**config.mk**
```make
export PLATFORM = sky130hd
export DESIGN_NAME = bcd_to_binary_seq_flat
export DESIGN_NICKNAME = d
export VERILOG_FILES = /design/src/rtl/bcd_to_binary_seq_if.sv /design/src/rtl/bcd_to_binary_seq.sv /design/src/flat_wrapper.sv
export SDC_FILE = /design/constraint.sdc
export NUM_CORES = 1
export LEC_CHECK = 0
export CAP_MARGIN = 10
export CORE_ASPECT_RATIO = 1.2
export CORE_MARGIN = 3
export CORE_UTILIZATION = 51
export DETAILED_ROUTE_END_ITERATION = 16
export MAX_ROUTING_LAYER = met4
export PLACE_DENSITY = 0.82
export SYNTH_ARGS = -nofsm -noshare
export SYNTH_HDL_FRONTEND = slang
export SYNTH_SLANG_ARGS = --single-unit
export TNS_END_PERCENT = 5
```
**constraint.sdc**
```tcl
create_clock -name clk -period 1.9 [get_ports clk]
set_input_delay 0.285 -clock clk [delete_from_list [all_inputs] [get_ports clk]]
set_output_delay 0.285 -clock clk [all_outputs]
set_load 0.01 [all_outputs]
```
**src/rtl/bcd_to_binary_seq_if.sv**
```systemverilog
// rtl/bcd_to_binary_seq_if.sv - start/ready/done handshake bundle for bcd_to_binary_seq
//
// Purpose: groups the request and result signals of the BCD-to-binary
// converter so that the producer and the converter share one port.
// Signals:
//   start    request a conversion (sampled only while ready=1)
//   bcd_in   packed BCD, nibble 0 = units digit
//   ready    converter idle, able to accept start
//   busy     conversion in progress
//   done     one-cycle pulse, bin_out/err valid
//   bin_out  unsigned binary result, held until the next accepted start
//   err      last accepted input held a digit greater than 9
interface bcd_to_binary_seq_if #(
  parameter int DIGITS = 3,
  parameter int BIN_W  = 10
);
  logic                  start;
  logic [4*DIGITS-1:0]   bcd_in;
  logic                  ready;
  logic                  busy;
  logic                  done;
  logic [BIN_W-1:0]      bin_out;
  logic                  err;

  modport master (
    output start, bcd_in,
    input  ready, busy, done, bin_out, err
  );

  modport slave (
    input  start, bcd_in,
    output ready, busy, done, bin_out, err
  );
endinterface

```
**src/rtl/bcd_to_binary_seq.sv**
```systemverilog
// rtl/bcd_to_binary_seq.sv - sequential BCD-to-binary converter (reverse double-dabble)
//
// Purpose: converts a packed BCD word into an unsigned binary value, one
// result bit per clock. Each step shifts the working register right by one
// and then subtracts 3 from every BCD nibble that reads 8 or more.
// Ports:
//   clk    clock, all state changes on the rising edge
//   reset  synchronous, active-high reset (abandons any conversion silently)
//   bus    bcd_to_binary_seq_if.slave: start, bcd_in in; ready, busy, done,
//          bin_out, err out
module bcd_to_binary_seq #(
  parameter int DIGITS = 3,
  parameter int BIN_W  = 10
) (
  input  logic                clk,
  input  logic                reset,
  bcd_to_binary_seq_if.slave  bus
);

  localparam int BCD_W = 4 * DIGITS;
  localparam int W_W   = BCD_W + BIN_W;
  localparam int CNT_W = $clog2(BIN_W + 1);
  localparam logic [CNT_W-1:0] LAST_CNT = CNT_W'(BIN_W - 1);

  localparam longint MAX_DEC   = (64'd10 ** DIGITS) - 64'd1;
  localparam longint BIN_RANGE = 64'd1 << BIN_W;

  // The result field must hold the largest decimal value the digits can express.
  generate
    if (BIN_RANGE <= MAX_DEC) begin : g_width_check
      $error("bcd_to_binary_seq: BIN_W too small for DIGITS");
    end
  endgenerate

  typedef enum logic [1:0] {
    S_IDLE    = 2'd0,
    S_CONVERT = 2'd1,
    S_DONE    = 2'd2
  } state_t;

  state_t             r_state;
  logic [W_W-1:0]     r_work;    // {bcd field, binary field}
  logic [CNT_W-1:0]   r_count;
  logic [BIN_W-1:0]   r_bin_out;
  logic               r_err;

  logic [W_W-1:0]     w_shifted;
  logic [W_W-1:0]     w_corrected;
  logic               w_bad_digit;

  always_comb begin
    w_shifted   = r_work >> 1;
    w_corrected = w_shifted;
    // A nibble >= 8 after the shift had an odd weight-10 bit move in from
    // above; 4-bit subtract of 3 turns that 8 back into 5 (i.e. 10/2).
    for (int d = 0; d < DIGITS; d++) begin
      if (w_shifted[BIN_W + 4*d + 3]) begin
        w_corrected[BIN_W + 4*d +: 4] = w_shifted[BIN_W + 4*d +: 4] - 4'd3;
      end
    end
  end

  always_comb begin
    w_bad_digit = 1'b0;
    for (int d = 0; d < DIGITS; d++) begin
      if (bus.bcd_in[4*d +: 4] > 4'd9) begin
        w_bad_digit = 1'b1;
      end
    end
  end

  always_ff @(posedge clk) begin
    if (reset) begin
      r_state   <= S_IDLE;
      r_work    <= '0;
      r_count   <= '0;
      r_bin_out <= '0;
      r_err     <= 1'b0;
    end else begin
      case (r_state)
        S_IDLE: begin
          if (bus.start) begin
            if (w_bad_digit) begin
              r_err     <= 1'b1;
              r_bin_out <= '0;
              r_state   <= S_DONE;
            end else begin
              r_work  <= {bus.bcd_in, {BIN_W{1'b0}}};
              r_count <= '0;
              r_err   <= 1'b0;
              r_state <= S_CONVERT;
            end
          end
        end
        S_CONVERT: begin
          r_work  <= w_corrected;
          r_count <= r_count + CNT_W'(1);
          // The BCD field is empty after the last shift, so the binary
          // field of this step is already the final result.
          if (r_count == LAST_CNT) begin
            r_bin_out <= w_corrected[BIN_W-1:0];
            r_state   <= S_DONE;
          end
        end
        S_DONE: begin
          r_state <= S_IDLE;
        end
        default: begin
          r_state <= S_IDLE;
        end
      endcase
    end
  end

  assign bus.ready   = (r_state == S_IDLE);
  assign bus.busy    = (r_state == S_CONVERT);
  assign bus.done    = (r_state == S_DONE);
  assign bus.bin_out = r_bin_out;
  assign bus.err     = r_err;

endmodule

```
**src/flat_wrapper.sv**
```systemverilog
// flat-port wrapper written by rule: the top's interface ports become plain ports
module bcd_to_binary_seq_flat 
#(
  parameter int DIGITS = 3,
  parameter int BIN_W  = 10
)
  (clk, reset, bus_start, bus_bcd_in, bus_ready, bus_busy, bus_done, bus_bin_out, bus_err);
  bcd_to_binary_seq_if #(.DIGITS(DIGITS), .BIN_W(BIN_W)) bus_i ();
  input  logic clk;
  input  logic reset;
  input wire logic [$bits(bus_i.start)-1:0] bus_start;
  input wire logic [$bits(bus_i.bcd_in)-1:0] bus_bcd_in;
  output wire logic [$bits(bus_i.ready)-1:0] bus_ready;
  output wire logic [$bits(bus_i.busy)-1:0] bus_busy;
  output wire logic [$bits(bus_i.done)-1:0] bus_done;
  output wire logic [$bits(bus_i.bin_out)-1:0] bus_bin_out;
  output wire logic [$bits(bus_i.err)-1:0] bus_err;
  assign bus_i.start = bus_start;
  assign bus_i.bcd_in = bus_bcd_in;
  assign bus_ready = bus_i.ready;
  assign bus_busy = bus_i.busy;
  assign bus_done = bus_i.done;
  assign bus_bin_out = bus_i.bin_out;
  assign bus_err = bus_i.err;
  bcd_to_binary_seq #(.DIGITS(DIGITS), .BIN_W(BIN_W)) u_core (.clk(clk), .reset(reset), .bus(bus_i));
endmodule
```
==> impl_metrics.toml, run 1 <==
[clock_tree]
cts_sinks = 38
post-cts-setup-buffer-count = 0
cts-resized-gates = 2
postCtsHoldBufs = 0
cts_tree = "done"
clock_path_buffers = 2
cts_buffers = 5
cts_max_level = 2
clk_pin_slew_ns = 0.12
cts_root_buffer = "clkbuf_4"
clock_latency_ns = 0.35

[pwr]
power_density_nw_per_um2 = 753
p_total_mw = 1.50
comb_power_share_pct = 14.3
ir_drop_uv = 594
p_sw_share_pct = 26.2
clkPwrFrac_pct = 29.2
internal-power_mw = 1.11
seqPwrFrac_pct = 56.5
power_switching_uw = 392
p_leak_nw = 0.740

[synthesis]
synth_area_um2 = 1590
synth_top_area_cell = "dfxtp_1"
synth_seq_cells = 38
synth_top_cell_area_share_pct = 48.0
syn_inst = 172
synth_nets = 191
synth_area_leaders = "dfxtp_1, a22o_1, nand2_1"
ys_types = 33
synth_seq_area_share_pct = 48.0
yosysWarnings = 0
syn_area_per_cell_um2 = 9.22

[sta]
setup_slack_ns = 0.119
tns_ns = 0
rsz0062_at_grt = "false"
tightestPinTransition_ns = 0.494
final_max_slew_viol_count = 0
max-slew-margin-rel_pct = 67.0
min_period_over_period_pct = 93.7
period_needed_ns = 1.78
skew_ns = 0.0126
timing.fmax_mhz = 562
setup_viol = 0
timing_hold_violations_final = 0

[global_routing]
grt_antenna_before_repair = 0
track_usage_pct = 22.0
grt_max_degree = 28
grt_pass1_wl_um = 6400
grt_pass1_vias = 1453
grt-ovfl-total = 0

[final_layout]
synthToLayoutAreaGrowth_pct = 25.5
finalInstanceArea_um2 = 1990
fin_nets = 225
layout_commonest_cell = "dfxtp_1"
drive_above_1_share_pct = 11.1
n_antenna_cell = 0
layout_common_cells = "dfxtp_1, clkdlybuf4s50_1, nor2_1, nand2_1, a21oi_1"
fillCellCount = 252

[routing]
drt_iter0_drc = 55
first_pass_iters = 4
drt.antenna.violating_nets = 0
wl_um = 3710
drc_errors = 0
vias = 1389
wl_per_cell_um = 15.4
viasPerCell = 5.76

[min_path]
min_path_type = "flop to flop"

[floorplanning]
die_w_um = 56.9
ios = 29
core_um2 = 2890
die_area_um2 = 3820
rows = 21
floorplan.initialDensity_pct = 54.8
die-height_um = 67.1

[setup_path]
worst_ep_required_time_ns = 1.62
cp-end-kind = "output port"
crit_path_max_fanout = 7
crit_type = "flop to output port"
cp-start-kind = "flop"
worst-r2r-setup-slack_ns = 0.35
crit_arrival_ns = 1.50

[placed_design]
post-place-ws_ns = 0.0458
io_buffers = 28
place_area_um2 = 1920
place.gp.congestion = 0.853
dp_hpwl_um = 2660

[run]
cap_viol_max_count = 0

[run_status]
status = "complete, no violations"
==> through the flow <==
step	hold WS [ns]	cells	utilization, %
after detailed placement	0.463	233	66.5
after CTS	0.484	241	68.7
after global placement	0.452	233	66.5
final	0.482	241	68.8
after floorplan	0.446	172	-
after global routing	0.517	241	68.8
==> power groups by stage <==
| stage | combinational [mW] | clock, mW | sequential, mW |
|---|---|---|---|
| after floorplan | 0.127 | 0 | 0.858 |
| after global placement | 0.205 | 0 | 0.861 |
| after detailed placement | 0.212 | 0 | 0.863 |
| after CTS | 0.214 | 0.445 | 0.845 |
| after global routing | 0.238 | 0.473 | 0.850 |
| final | 0.215 | 0.437 | 0.846 |
==> layout make-up <==
class / instances / area (µm²) / share of cell area, %
well taps: 34 / 42.5 / 2.14
clock inverters: 1 / 5.00 / 0.252
flip-flops and latches: 38 / 762 / 38.3
multi-input cells: 121 / 769 / 38.7
clock buffers: 7 / 55.1 / 2.77
repair buffers: 36 / 340 / 17.1
inverters: 4 / 15.0 / 0.755
==> worst paths after layout <==
kind | from | to | depth (start not counted)
max | u_core.r_state[0]$_SDFFE_PP0P_ | bus_busy | 3
min | u_core.r_work[1]$_SDFFE_PP0P_ | u_core.bus.bin_out[0]$_SDFFE_PP0P_ | 1
max reg2reg | u_core.r_count[0]$_SDFFE_PP0P_ | u_core.bus.bin_out[1]$_SDFFE_PP0P_ | 6
min reg2reg | u_core.r_work[1]$_SDFFE_PP0P_ | u_core.bus.bin_out[0]$_SDFFE_PP0P_ | 1
==> cells by family after synthesis <==
kind of cell	after synthesis	synth area share, %
AO/OA/AOI/OAI	53	23.9
XOR/XNOR	4	2.21
adder cells (fa/ha/maj)	4	3.16
buffers and inverters	13	3.95
flip-flops	38	48.0
multiplexers	4	2.53
AND/OR/NAND/NOR	56	16.3
==> sequential cells by signal, summed over array words and instances, names as in the netlist <==
register / flops
u_core.r_count: 4
u_core.r_work: 21
u_core.bus.err: 1
u_core.r_state: 2
u_core.bus.bin_out: 10
==> layer usage <==
layer / vias to the layer above / share of wire, % / global-route usage [%]
met3: 5 / 4.6 / 4.26
met4: 0 / 1.0 / 9.57
met2: 42 / 51 / 37.9
li1: 686 / - / -
met5: - / 0 / -
met1: 656 / 43 / 24.7
==> cells in the mapped netlist, drive strengths merged <==
cell and instances:
nor2b 3, mux2i 4, inv 4, a221oi 2, a31oi 2, nand3 2, clkbuf 2, nor2 23
a311oi 3, and3 1, nand2 21, a22oi 9, a22o 10, and2 1, dfxtp 38, xnor2 4
or3 3, ha 4, o21ai 7, buf 7, a32oi 1, a21oi 11, o21a 1, o31ai 1
nand2b 2, o211ai 6
==> worst max-delay path, stage by stage, from the launching register on <==
cell             delay (ns)
dfxtp_2                0.42
nand2b_4               0.11
inv_2                  0.08
clkdlybuf4s50_1        0.53
(Power assumes the default switching activity.)
==> run 2: changes to the inputs <==
Settings changed: CORE_MARGIN 3 to default, HOLD_SLACK_MARGIN from default to 0.02.
==> run 2 against run 1 <==
Compared with the run above:
- count of clock-buffer cells in the layout fell by 1
- fmax down 1.1%
- clock power rose by 1%
- critical path depth is the same
- via count rose by 0.58%
- wire length shrank 3.6%
- clock skew grew 0.0015 ns
- first-iteration DRC count stayed put
- register-to-register slack got worse by 0.02 ns
- setup slack got worse by 0.020 ns
- cell count is the same
- combinational power is essentially flat
==> impl_metrics.toml, run 2 (synthesis results as in run 1) <==
[routing]
wl_um = 3580
vias = 1397
wl_per_cell_um = 14.8
drt.antenna.violating_nets = 0
drc_errors = 0
drt_iter0_drc = 55
first_pass_iters = 4
viasPerCell = 5.80

[sta]
max-slew-margin-rel_pct = 77.9
setup_slack_ns = 0.0987
timing_hold_violations_final = 0
rsz0062_at_grt = "false"
tns_ns = 0
min_period_over_period_pct = 94.8
timing.fmax_mhz = 555
setup_viol = 0
final_max_slew_viol_count = 0
tightestPinTransition_ns = 0.329
period_needed_ns = 1.80
skew_ns = 0.0142
whs_ns = 0.483

[final_layout]
fillCellCount = 239
drive_above_1_share_pct = 11.1
n_antenna_cell = 0
largest_reg_flops = 21
fin_nets = 225
regMostFlops = "u_core.r_work"
layout_commonest_cell = "dfxtp_1"
synthToLayoutAreaGrowth_pct = 25.7
final_cells = 241
finalInstanceArea_um2 = 1990
layout_common_cells = "dfxtp_1, clkdlybuf4s50_1, nor2_1, nand2_1, a21oi_1"
final_util_pct = 69.6

[placed_design]
place.gp.congestion = 0.821
placed_cells = 233
dp_hpwl_um = 2560
io_buffers = 28
post-place-ws_ns = 0.000720
place_area_um2 = 1920

[setup_path]
reg2reg_depth = 6
crit_chain = "nand2b_4, inv_2, clkdlybuf4s50_1"
cp-start-kind = "flop"
cp-end-kind = "output port"
crit_arrival_ns = 1.52
crit_path_max_fanout = 5
cp_slowest_cell = "clkdlybuf4s50_1"
worst_ep_required_time_ns = 1.62
crit_type = "flop to output port"
slowest_delay_ns = 0.53

[clock_tree]
cts_buffers = 5
post-cts-setup-buffer-count = 0
cts_sinks = 38
clk_pin_slew_ns = 0.11
cts_root_buffer = "clkbuf_4"
clock_latency_ns = 0.34
cts_max_level = 2
clock_path_buffers = 2
cts_tree = "done"
postCtsHoldBufs = 0

[min_path]
min_path_type = "flop to flop"
whs_path_depth = 2

[global_routing]
grt_pass1_wl_um = 5870
track_usage_pct = 24.3
grt_pass1_vias = 1340
grt_antenna_before_repair = 0
grt_max_degree = 28
grt-ovfl-total = 0

[run_status]
status = "complete, no violations"

[floorplanning]
die_area_um2 = 3340
rows = 21
ios = 29
core_um2 = 2860
floorplan.initialDensity_pct = 55.4
die_w_um = 52.9
die-height_um = 63.1

[pwr]
power_density_nw_per_um2 = 754
ir_drop_uv = 552
p_leak_nw = 0.739
p_total_mw = 1.50

[run]
cap_viol_max_count = 0
==> run 2: cell types whose count changed in the layout (fill, tap and decap cells not counted) <==
| cell | change |
|---|---|
| clkbuf_1 | -1 |
| clkinvlp_4 | +1 |
| dfxtp_1 | +1 |
| dfxtp_2 | -1 |
==> run 2: cell type report <==
class	instances	area, µm²	share of cell area, %
Multi-Input combinational cell	121	769	38.6
Sequential cell	38	761	38.2
Timing Repair Buffer	36	340	17.1
Clock buffer	6	51.3	2.58
Tap cell	34	42.5	2.14
Inverter	4	15.0	0.754
Clock inverter	2	12.5	0.628
==> run 2: repair_timing <==
| item | CTS | global route |
|---|---|---|
| endpoints found under the hold margin | 0 | 0 |
| setup endpoints to repair | 0 | 1 |
| resized for setup | 0 | 1 |
==> run 2: worst paths after layout <==
kind | to | start | slack (ns)
hold / removal | u_core.bus.err$_SDFFE_PP0P_ | u_core.bus.err$_SDFFE_PP0P_ | 0.48
setup reg to reg | u_core.bus.bin_out[3]$_SDFFE_PP0P_ | u_core.r_count[0]$_SDFFE_PP0P_ | 0.33
hold reg to reg | u_core.bus.err$_SDFFE_PP0P_ | u_core.bus.err$_SDFFE_PP0P_ | 0.48
setup / recovery | bus_busy | u_core.r_state[0]$_SDFFE_PP0P_ | 0.1
==> run 2: per-layer routing <==
metal / vias to the layer above / GRT usage, % / routed length (µm)
met3: 5 / 4.83 / 136
met4: 0 / 9.21 / 46
met2: 33 / 42.2 / 1840
li1: 680 / - / -
met5: - / - / 0
met1: 679 / 26.3 / 1550
==> run 2: worst max-delay path, delay by kind of cell (launching register included) <==
kind / cells / cell delay, ns
simple gates: 1 / 0.11
flops: 1 / 0.47
buf+inv: 2 / 0.61
==> run 2: power breakdown <==
group	switching [mW]	total [mW]	internal [mW]
Clock	0.265	0.443	0.178
Sequential	0.0251	0.846	0.821
Combinational	0.109	0.212	0.103
